File: src/rtl/uart_rx_pkg.sv
// Shared UART receive definitions: state encodings and frame geometry.
// Imported by the receiver and available to the transmitter / status logic.
package uart_rx_pkg;

  // Receiver FSM states; encodings are fixed so the status register and
  // any debug taps can decode them directly.
  typedef enum logic [1:0] {
    RX_IDLE   = 2'b00,
    RX_START  = 2'b01,
    RX_DATA   = 2'b11,
    RX_BREAK  = 2'b10
  } rx_state_t;

  // Frame: 1 start, DATA_BITS data (LSB first), 1 stop, no parity.
  localparam int DATA_BITS = 8;

  // Number of baud ticks per bit cell.
  localparam int OVERSAMPLE = 8;

  // Oversample count on which a bit cell is sampled (centre of the cell).
  localparam logic [2:0] MID_SAMPLE = 3'(OVERSAMPLE - 1);

  // Count reached in start detection when the start bit is confirmed.
  // Together with the idle-state sample this needs 1+4 low samples,
  // which places the confirmation near the middle of the start cell.
  localparam logic [2:0] START_CONFIRM = 3'd3;

  // Bit counter value at which the stop bit is being sampled.
  localparam logic [3:0] STOP_INDEX = 4'(DATA_BITS);

endpackage

File: src/rtl/uart_rx_if.sv
// Receiver-side signal bundle: baud tick input, serial line, the status
// flag fed back from the status register, and the receive results.
interface uart_rx_if;

  logic       bclkx8;
  logic       rxd;
  logic       rdrf;
  logic [7:0] rdr;
  logic       setrdrf;
  logic       setoe;
  logic       setfe;

  // Driver side: baud generator, line and status register.
  modport master (
    output bclkx8,
    output rxd,
    output rdrf,
    input  rdr,
    input  setrdrf,
    input  setoe,
    input  setfe
  );

  // Receiver side.
  modport slave (
    input  bclkx8,
    input  rxd,
    input  rdrf,
    output rdr,
    output setrdrf,
    output setoe,
    output setfe
  );

endinterface

File: src/rtl/uart_sync2.sv
// Two-flop synchroniser for an asynchronous single-bit input.
// Resets to 1 so an idle-high serial line does not look like a start bit
// while the flops fill after reset.
module uart_sync2 (
  input  logic clk,
  input  logic rst,
  input  logic d,
  output logic q
);

  logic meta;

  // Shift the asynchronous input through two flops to settle metastability.
  always_ff @(posedge clk or posedge rst) begin
    if (rst) begin
      meta <= 1'b1;
      q    <= 1'b1;
    end else begin
      meta <= d;
      q    <= meta;
    end
  end

endmodule

File: src/rtl/uart_rx.sv
// UART receiver: 8x oversampled start detection, mid-cell data sampling,
// stop-bit check, and single-cycle status set pulses alongside the new byte.
module uart_rx
  import uart_rx_pkg::*;
(
  input  logic      clk,
  input  logic      rst,
  uart_rx_if.slave  rx
);

  logic       rxd_s;
  logic       bclkd;
  logic       tick;

  rx_state_t  state;
  logic [7:0] rsr;
  logic [2:0] ct1;
  logic [3:0] ct2;

  logic [7:0] rdr_q;
  logic       setrdrf_q;
  logic       setoe_q;
  logic       setfe_q;

  uart_sync2 u_rxd_sync (
    .clk (clk),
    .rst (rst),
    .d   (rx.rxd),
    .q   (rxd_s)
  );

  // Remember the previous baud clock level to find its rising edge.
  always_ff @(posedge clk or posedge rst) begin
    if (rst) begin
      bclkd <= 1'b0;
    end else begin
      bclkd <= rx.bclkx8;
    end
  end

  assign tick = rx.bclkx8 & ~bclkd;

  // Receive FSM with shift register, counters and registered status pulses;
  // everything except pulse clearing advances only on baud ticks.
  always_ff @(posedge clk or posedge rst) begin
    if (rst) begin
      state     <= RX_IDLE;
      rsr       <= 8'h00;
      ct1       <= 3'd0;
      ct2       <= 4'd0;
      rdr_q     <= 8'h00;
      setrdrf_q <= 1'b0;
      setoe_q   <= 1'b0;
      setfe_q   <= 1'b0;
    end else begin
      setrdrf_q <= 1'b0;
      setoe_q   <= 1'b0;
      setfe_q   <= 1'b0;
      if (tick) begin
        case (state)
          RX_IDLE: begin
            if (!rxd_s) begin
              state <= RX_START;
              ct1   <= 3'd0;
            end
          end
          RX_START: begin
            if (rxd_s) begin
              state <= RX_IDLE;
              ct1   <= 3'd0;
            end else if (ct1 == START_CONFIRM) begin
              state <= RX_DATA;
              ct1   <= 3'd0;
            end else begin
              ct1 <= ct1 + 3'd1;
            end
          end
          RX_DATA: begin
            ct1 <= ct1 + 3'd1;
            if (ct1 == MID_SAMPLE) begin
              if (ct2 < STOP_INDEX) begin
                rsr <= {rxd_s, rsr[7:1]};
                ct2 <= ct2 + 4'd1;
              end else begin
                rdr_q     <= rsr;
                setrdrf_q <= 1'b1;
                setoe_q   <= rx.rdrf;
                setfe_q   <= ~rxd_s;
                ct1       <= 3'd0;
                ct2       <= 4'd0;
                state     <= rxd_s ? RX_IDLE : RX_BREAK;
              end
            end
          end
          RX_BREAK: begin
            if (rxd_s) begin
              state <= RX_IDLE;
            end
          end
          default: begin
            state <= RX_IDLE;
          end
        endcase
      end
    end
  end

  assign rx.rdr     = rdr_q;
  assign rx.setrdrf = setrdrf_q;
  assign rx.setoe   = setoe_q;
  assign rx.setfe   = setfe_q;

endmodule

File: src/flat_wrapper.sv
// flat-port wrapper written by rule: the top's interface ports become plain ports
module uart_rx_flat import uart_rx_pkg::*;
  (clk, rst, rx_bclkx8, rx_rxd, rx_rdrf, rx_rdr, rx_setrdrf, rx_setoe, rx_setfe);
  uart_rx_if rx_i ();
  input  logic clk;
  input  logic rst;
  input wire logic [$bits(rx_i.bclkx8)-1:0] rx_bclkx8;
  input wire logic [$bits(rx_i.rxd)-1:0] rx_rxd;
  input wire logic [$bits(rx_i.rdrf)-1:0] rx_rdrf;
  output wire logic [$bits(rx_i.rdr)-1:0] rx_rdr;
  output wire logic [$bits(rx_i.setrdrf)-1:0] rx_setrdrf;
  output wire logic [$bits(rx_i.setoe)-1:0] rx_setoe;
  output wire logic [$bits(rx_i.setfe)-1:0] rx_setfe;
  assign rx_i.bclkx8 = rx_bclkx8;
  assign rx_i.rxd = rx_rxd;
  assign rx_i.rdrf = rx_rdrf;
  assign rx_rdr = rx_i.rdr;
  assign rx_setrdrf = rx_i.setrdrf;
  assign rx_setoe = rx_i.setoe;
  assign rx_setfe = rx_i.setfe;
  uart_rx u_core (.clk(clk), .rst(rst), .rx(rx_i));
endmodule
File: config.mk
export PLATFORM = sky130hd
export DESIGN_NAME = uart_rx_flat
export DESIGN_NICKNAME = d
export VERILOG_FILES = /design/src/rtl/uart_rx_pkg.sv /design/src/rtl/uart_rx_if.sv /design/src/rtl/uart_sync2.sv /design/src/rtl/uart_rx.sv /design/src/flat_wrapper.sv
export SDC_FILE = /design/constraint.sdc
export NUM_CORES = 1
export LEC_CHECK = 0
export BUFFER_PORTS_ARGS = -buffer_cell sky130_fd_sc_hd__buf_2
export CORE_MARGIN = 3
export CORE_UTILIZATION = 58
export CTS_BUF_LIST = sky130_fd_sc_hd__clkbuf_8 sky130_fd_sc_hd__clkbuf_16
export CTS_CLUSTER_DIAMETER = 40
export DETAILED_ROUTE_END_ITERATION = 10
export GPL_TIMING_DRIVEN = 0
export PLACE_DENSITY_LB_ADDON = 0.12
export SETUP_SLACK_MARGIN = 0.02
export SLEW_MARGIN = 20
export SYNTH_ARGS = -nofsm -noshare
export SYNTH_HDL_FRONTEND = slang
export SYNTH_SLANG_ARGS = --single-unit
File: constraint.sdc
create_clock -name clk -period 3.12 [get_ports clk]
set_input_delay 0.156 -clock clk [delete_from_list [all_inputs] [get_ports clk]]
set_output_delay 0.156 -clock clk [all_outputs]
set_load 0.01 [all_outputs]
==> results of run 1 <==
==> stage by stage <==
step | util | area, µm² | setup slack [ps] | hold WS (ps)
global placement | 0.698 | 1450 | 1480 | 262
global route | 0.764 | 1590 | 1300 | 38.2
CTS | 0.760 | 1580 | 1380 | 41.3
detailed placement | 0.698 | 1450 | 1420 | 263
finish | 0.764 | 1590 | 1410 | 47.2
floorplan | - | 1350 | 1590 | 160
==> area by class of cell <==
type / instances / area, µm² / area share
plain buffers: 3 / 22.5 / 0.0142
clock buffers: 6 / 82.6 / 0.0519
clock inverters: 2 / 35.0 / 0.0220
inverters: 5 / 18.8 / 0.0118
multi-input cells: 60 / 526 / 0.330
flip-flops and latches: 31 / 778 / 0.489
well taps: 27 / 33.8 / 0.0212
repair buffers: 17 / 95.1 / 0.0597
==> cell usage in the layout (no fill, tap or decap), types with 2 or more instances in the layout <==
| cell type | synthesis | final |
|---|---|---|
| o2bb2ai_1 | 2 | 2 |
| nand3_1 | 3 | 3 |
| mux2_2 | 14 | 14 |
| ha_1 | 4 | 4 |
| nand4_1 | 3 | 3 |
| buf_2 | 0 | 15 |
| mux2_4 | 2 | 2 |
| dfrtp_1 | 29 | 29 |
| nand2_1 | 4 | 4 |
| nand2b_1 | 2 | 2 |
| nor2_1 | 2 | 2 |
| clkbuf_8 | 0 | 6 |
| a22o_1 | 2 | 2 |
| dfstp_2 | 2 | 2 |
| dlygate4sd3_1 | 0 | 2 |
| o21ai_0 | 6 | 6 |
| inv_1 | 5 | 4 |
==> synthesized netlist by cell type, drive strengths merged (2+ instances only) <==
cell type  count
nor2           3
inv            5
nand4          3
buf            2
a22o           2
dfrtp         29
ha             4
nand4b         2
nand3          3
nand2b         2
nor3           2
dfstp          2
o21ai          6
nand2          4
o2bb2ai        2
mux2          16
==> critical path, cell delays in order, from the launching register on <==
cell and delay, ps:
dfrtp_1 390, ha_1 250, nand3_1 240, nor2_4 330, mux2_2 390
==> routing by layer <==
metal | track usage | vias to the layer above | part of all wire
met5 | 0 | - | 0
met4 | 0.0871 | 0 | 0.021
met2 | 0.301 | 23 | 0.46
met1 | 0.237 | 427 | 0.47
li1 | - | 408 | -
met3 | 0.0859 | 6 | 0.051
==> report_power, final <==
| group | switching (W) | internal, W | total (W) | leakage, nW |
|---|---|---|---|---|
| Clock | 0.000140 | 0.000258 | 0.000398 | 0.0612 |
| Combinational | 0.0000502 | 0.0000493 | 0.0000994 | 0.317 |
| Sequential | 0.0000308 | 0.000432 | 0.000463 | 0.408 |
| Total | 0.000221 | 0.000739 | 0.000961 | 0.786 |
==> registers in the layout (all words and copies together) (netlist names) <==
| register | count |
|---|---|
| u_core.bclkd | 1 |
| u_core.ct1 | 3 |
| u_core.ct2 | 4 |
| u_core.rsr | 8 |
| u_core.rx.rdr | 8 |
| u_core.rx.setfe | 1 |
| u_core.rx.setoe | 1 |
| u_core.rx.setrdrf | 1 |
| u_core.state | 2 |
| u_core.u_rxd_sync.meta | 1 |
| u_core.u_rxd_sync.q | 1 |
==> cells by family (layout without fill, tap and decap cells) <==
| kind of cell | after synthesis | in the layout | share of synthesized area |
|---|---|---|---|
| buf+inv | 8 | 33 | 0.0307 |
| flops | 31 | 31 | 0.579 |
| simple gates | 23 | 23 | 0.123 |
| mux | 17 | 17 | 0.147 |
| compound gates | 16 | 16 | 0.0837 |
| fa+ha+maj | 4 | 4 | 0.0372 |
==> worst max-delay path by stage <==
stage | slack [ps] | start | endpoint | depth (start not counted)
2_1_floorplan | 1590 | u_core.ct1[0] | u_core.rsr[4] | 4
3_3_place_gp | 1480 | u_core.ct1[0] | u_core.rsr[4] | 4
3_5_place_dp | 1420 | u_core.ct1[0] | u_core.rx.rdr[4] | 4
4_1_cts | 1380 | u_core.ct1[0] | u_core.rx.rdr[5] | 4
5_1_grt | 1300 | u_core.ct1[0] | u_core.rx.rdr[5] | 4
6_report | 1410 | u_core.ct1[0] | u_core.rx.rdr[5] | 4
==> summary.md, run 1 <==
| Metric | Value |
|---|---|
| Vias | `864` |
| Grt ovf | `0` |
| Peak VDD IR | `0.517 mV` |
| # fillers | `141` |
| CTS root buf | `clkbuf_8` |
| Starting Density | `0.646` |
| Total power | `0.000961 W` |
| Max-slew violations | `0` |
| Crit path max fanout | `10` |
| Leak | `0.786 nW` |
| Dpl hpwl | `1490 µm` |
| Hold Buf Count CTS | `1` |
| CTS sink cnt | `31` |
| Critical hold path startpoint | `rx_bclkx8` |
| Synth top area share | `0.540` |
| Synth Warn # | `0` |
| Reg2Reg Launch Point | `u_core.ct1[0]` |
| Yosys top cell by area | `dfrtp_1` |
| Clk_skew | `6.61 ps` |
| Die ar. | `2930 µm²` |
| Number of global-route vias before repair | `861` |
| Post-Place Cells | `141` |
| PD cells | `604 nW/µm²` |
| Crit path capture type | `flop` |
| Synth unique cells | `33` |
| Mapped Nets | `108` |
| Startpoint Class | `flop` |
| Register area share after synthesis | `0.579` |
| DRT iter0 DRCs | `8` |
| Setup CP Type | `reg2reg` |
| Largest net degree at the start of global routing | `32` |
| Core footprint | `2080 µm²` |
| Die W | `54.2 µm` |
| Slew @ Worst Pin | `621 ps` |
| Ys flop type | `dfrtp_1` |
| # DRC | `0` |
| Post-Syn Area per Cell | `13.6 µm²` |
| Remaining antenna violation count after routing | `0` |
| Initial antenna violation count | `0` |
| Fraction of layout cells with a size suffix above 1 | `0.395` |
| PostCTS Resize Cnt | `0` |
| Register-to-Register Path Depth | `4` |
| Final RePlAce weighted congestion | `0.879` |
| Min-Delay Path Depth | `1` |
| Clk pin slew, worst setup/hold paths | `60 ps` |
| HP Class | `in2reg` |
| Status | `finished clean` |
| Via density | `5.72` |
| Worst-Skew Late Latency | `280 ps` |
| # diodes | `0` |
| Minimum clock period | `1710 ps` |
| Register-to-register setup slack | `1410 ps` |
| Max Cap Viol | `0` |
| Total wire length | `2250 µm` |
| Synth-to-layout area growth | `18.3%` |
| Tcrit/Tclk final | `0.549` |
| Fmax | `584 MHz` |
| Post-route insts no fill | `151` |
| Synthesized area | `1350 µm²` |
| Row count | `16` |
| Synthesized netlist cell count | `99` |
| Post-synthesis async set-or-reset flop share | `1.00` |
| RSZ-0062 raised after global routing | `no` |
| Hold Path End | `u_core.bclkd` |
| Flops & latches, synth | `31` |
| Worst Path Required | `3280 ps` |
| Port Buffers | `15` |
| Clock H-tree levels | `2` |
| First-pass GRT wire length | `3950 µm` |
| Sum of negative setup slack | `0 ps` |
| Io pins | `16` |
| Final setup viols | `0` |
| Total track usage | `0.196` |
| EDFF count, synth | `0` |
| Arr. time, crit path | `1870 ps` |
| Final Hold Viols | `0` |
| CTS tree | `built` |
| CTS Buffer Depth | `2` |
| Pre-Repair DR Iteration Count | `4` |
| Drt wl/cell | `14.9 µm` |
| Area contributors post-synth | `dfrtp_1 (54%), mux2_2 (12%), dfstp_2 (3.9%)` |
| Max-slew headroom | `0.585` |
| Die Y | `54.2 µm` |
| Nets@finish | `132` |
| Post-CTS Setup Repair Bufs | `0` |
| CTS buffer count | `5` |
| Capturing point of the worst reg2reg path | `u_core.rx.rdr[5]` |
Power figures use the tool's default switching activity.
==> inputs of run 2 (changes only) <==
Settings changed: ABC_AREA from default to 1, CORE_UTILIZATION 58 to 56.
Clock period 3.12 ns to 1.6 ns, I/O delays scaled along.
==> summary.md, run 2 <==
| Metric | Value |
|---|---|
| Drt wl/cell | `12.1 µm (was 14.9 µm)` |
| CTS sink cnt | `31 (unchanged)` |
| Cell-internal power | `0.00118 W (was 0.000739 W)` |
| Leak | `0.870 nW (was 0.786 nW)` |
| Most frequent cells in the layout | `nand2_1 (39), dfrtp_1 (29), inv_1 (23) (was dfrtp_1 (29), buf_2 (15), mux2_2 (14))` |
| Area contributors post-synth | `dfrtp_1 (54%), nand2_1 (11%), inv_1 (6.1%) (was dfrtp_1 (54%), mux2_2 (12%), dfstp_2 (3.9%))` |
| Design area | `1640 µm² (was 1590 µm²)` |
| Post-synthesis async set-or-reset flop share | `1.00 (unchanged)` |
| # fillers | `173 (was 141)` |
| Largest net degree at the start of global routing | `32 (unchanged)` |
| First-pass GRT wire length | `4130 µm (was 3950 µm)` |
| Flops & latches, synth | `31 (unchanged)` |
| HP Class | `in2reg (unchanged)` |
| Max Cap Viol | `0 (unchanged)` |
| Pre-Repair DR Iteration Count | `4 (unchanged)` |
| Final RePlAce weighted congestion | `0.774 (was 0.879)` |
| PD cells | `993 nW/µm² (was 604 nW/µm²)` |
| Final Hold Viols | `0 (unchanged)` |
| Dpl hpwl | `1700 µm (was 1490 µm)` |
| CTS Buffer Depth | `2 (unchanged)` |
| Worst Path Required | `1770 ps (was 3280 ps)` |
| Yosys top cell by area | `dfrtp_1 (unchanged)` |
| CTS root buf | `clkbuf_8 (unchanged)` |
| Synthesized netlist cell count | `143 (was 99)` |
| Fmax | `670 MHz (was 584 MHz)` |
| Final setup viols | `0 (unchanged)` |
| Crit path capture type | `flop (unchanged)` |
| RSZ-0062 raised after global routing | `yes (was no)` |
| Die Y | `55.1 µm (was 54.2 µm)` |
| # DRC | `0 (unchanged)` |
| Crit path max fanout | `4 (was 10)` |
| Remaining antenna violation count after routing | `0 (unchanged)` |
| DRT iter0 DRCs | `15 (was 8)` |
| EDFF count, synth | `0 (unchanged)` |
| Setup CP Type | `reg2reg (unchanged)` |
| Initial antenna violation count | `0 (unchanged)` |
| Ys flop type | `dfrtp_1 (unchanged)` |
| Starting Density | `0.598 (was 0.646)` |
| Pre-CTS setup slack | `-30.3 ps (was 1420 ps)` |
| Count leader, synth | `nand2_1 (was dfrtp_1)` |
| Post-Place Cells | `186 (was 141)` |
| Most common cell after layout, fill and taps aside | `nand2_1 (was dfrtp_1)` |
| Synth Warn # | `0 (unchanged)` |
| Commonest cells in the synthesized netlist | `nand2_1 (39), dfrtp_1 (29), inv_1 (22) (was dfrtp_1 (29), mux2_2 (14), o21ai_0 (6))` |
| Vias | `1024 (was 864)` |
| Nets@finish | `182 (was 132)` |
| Total track usage | `0.203 (was 0.196)` |
| Register area share after synthesis | `0.577 (was 0.579)` |
| Multi-input combinational cell area | `480 µm² (was 526 µm²)` |
| Clk pwr share | `0.341 (was 0.415)` |
| Placed standard-cell area | `1460 µm² (was 1450 µm²)` |
| CTS tree | `built (unchanged)` |
| Register-to-register setup slack | `110 ps (was 1410 ps)` |
| Fraction of layout cells with a size suffix above 1 | `0.259 (was 0.395)` |
| CTS buffer count | `5 (unchanged)` |
| Total wire length | `2450 µm (was 2250 µm)` |
| Minimum clock period | `1490 ps (was 1710 ps)` |
| Max-slew violations | `0 (unchanged)` |
| Sequential Area | `778 µm² (unchanged)` |
| Row count | `17 (was 16)` |
| Mapped Nets | `152 (was 108)` |
| Port Buffers | `15 (unchanged)` |
| Via density | `5.07 (was 5.72)` |
| Max-slew headroom | `0.584 (was 0.585)` |
| Post-Syn Area per Cell | `9.43 µm² (was 13.6 µm²)` |
| Number of global-route vias before repair | `939 (was 861)` |
| Worst-Skew Late Latency | `280 ps (about the same)` |
| Core footprint | `2250 µm² (was 2080 µm²)` |
| Clk pin slew, worst setup/hold paths | `60 ps (about the same)` |
| Clock H-tree levels | `2 (unchanged)` |
| Io pins | `16 (unchanged)` |
| Synth top area share | `0.538 (was 0.540)` |
| Status | `finished clean (unchanged)` |
| Peak VDD IR | `0.929 mV (was 0.517 mV)` |
| Slew @ Worst Pin | `622 ps (was 621 ps)` |
| Synth-to-layout area growth | `21.2% (was 18.3%)` |
| Grt ovf | `0 (unchanged)` |
| # diodes | `0 (unchanged)` |
| Tcrit/Tclk final | `0.933 (was 0.549)` |
| Synthesized area | `1350 µm² (about the same)` |
| Setup slack after layout | `107 ps (was 1410 ps)` |
| Flop pwr share | `0.532 (was 0.482)` |
| Post-route insts no fill | `202 (was 151)` |
| Die W | `55.1 µm (was 54.2 µm)` |
| Switch Pwr | `0.000440 W (was 0.000221 W)` |
| Startpoint Class | `flop (unchanged)` |
| Synth unique cells | `17 (was 33)` |
| Die ar. | `3030 µm² (was 2930 µm²)` |
| Switch share | `0.271 (was 0.231)` |
| Clk_skew | `4.90 ps (was 6.61 ps)` |
| Share of total power in combinational logic | `0.127 (was 0.103)` |
| Arr. time, crit path | `1660 ps (was 1870 ps)` |
-- run 2: changes by cell type after synthesis, moves of 3 or more --
cell,previous run,this run
nand2_1,4,39
inv_1,5,22
mux2_2,14,0
o21ai_1,0,8
o21ai_2,0,8
nor2_1,2,9
nand3_1,3,8
nand2_2,0,3
-- run 2: layout make-up --
class / count / share of cell area
clock inverters: 3 / 0.00765
multi-input cells: 88 / 0.294
flip-flops and latches: 31 / 0.476
well taps: 28 / 0.0214
plain buffers: 2 / 0.0138
repair buffers: 23 / 0.0949
inverters: 22 / 0.0505
clock buffers: 5 / 0.0421
-- run 2: cells by family (layout without fill, tap and decap cells) --
group,Yosys count,in the layout,synth area share
buffers and inverters,24,55,0.0779
flip-flops,31,31,0.577
XOR/XNOR,1,1,0.00649
AND/OR/NAND/NOR,61,61,0.194
adder cells (fa/ha/maj),4,4,0.0371
AO/OA/AOI/OAI,21,21,0.100
multiplexers,1,1,0.00742
-- run 2: path summary, 6_finish.rpt --
check / start / endpoint / cells after the start
setup / recovery: u_core.ct1[1] / u_core.rx.rdr[2] / 7
hold / removal: rx_rdrf / u_core.rx.setoe / 3
setup reg to reg: u_core.ct1[1] / u_core.rx.rdr[2] / 7
max in group asynchronous: rst / u_core.ct2[0] / 3
min in group asynchronous: rst / u_core.bclkd / 3
hold reg to reg: u_core.u_rxd_sync.meta / u_core.u_rxd_sync.q / 0
-- run 2: worst max-delay path, cell delays in order, from the launching register on --
cell and delay, ps:
dfrtp_1 390, ha_2 220, nand2_1 90, nor3_4 300, nand2_4 110, buf_4 150, nand2_1 70, o21ai_2 60
-- run 2: metrics by stage --
step / total power (W) / hold slack (ps) / setup TNS (ps) / util
after floorplan: 0.00101 / 84.5 / 0 / -
after global placement: 0.00104 / 186 / 0 / 0.647
after detailed placement: 0.00106 / 189 / -45.1 / 0.647
after CTS: 0.00164 / 6.64 / 0 / 0.703
after global routing: 0.00172 / 35.5 / -7.75 / 0.725
final: 0.00162 / 12.6 / 0 / 0.725
-- run 2: layer usage --
layer	vias up	part of all wire	global-route usage
li1	506	-	-
met1	492	0.42	0.228
met2	21	0.51	0.331
met3	5	0.053	0.0885
met4	0	0.018	0.0972
met5	-	0	0
-- run 2: what timing repair did --
item / in CTS / in global routing
endpoints found under the setup margin: 18 / 24
pin swaps: 1 / 3
hold endpoints to repair: 2 / 29
hold buffers: 2 / 1
setup buffers: 2 / 3
resized for setup: 2 / 2
-- run 2: power groups by stage --
stage	sequential (W)	combinational [W]	clock, W
finish	0.000865	0.000206	0.000554
global route	0.000871	0.000238	0.000612
CTS	0.000864	0.000198	0.000575
detailed placement	0.000882	0.000181	0
global placement	0.000877	0.000166	0
floorplan	0.000871	0.000141	0
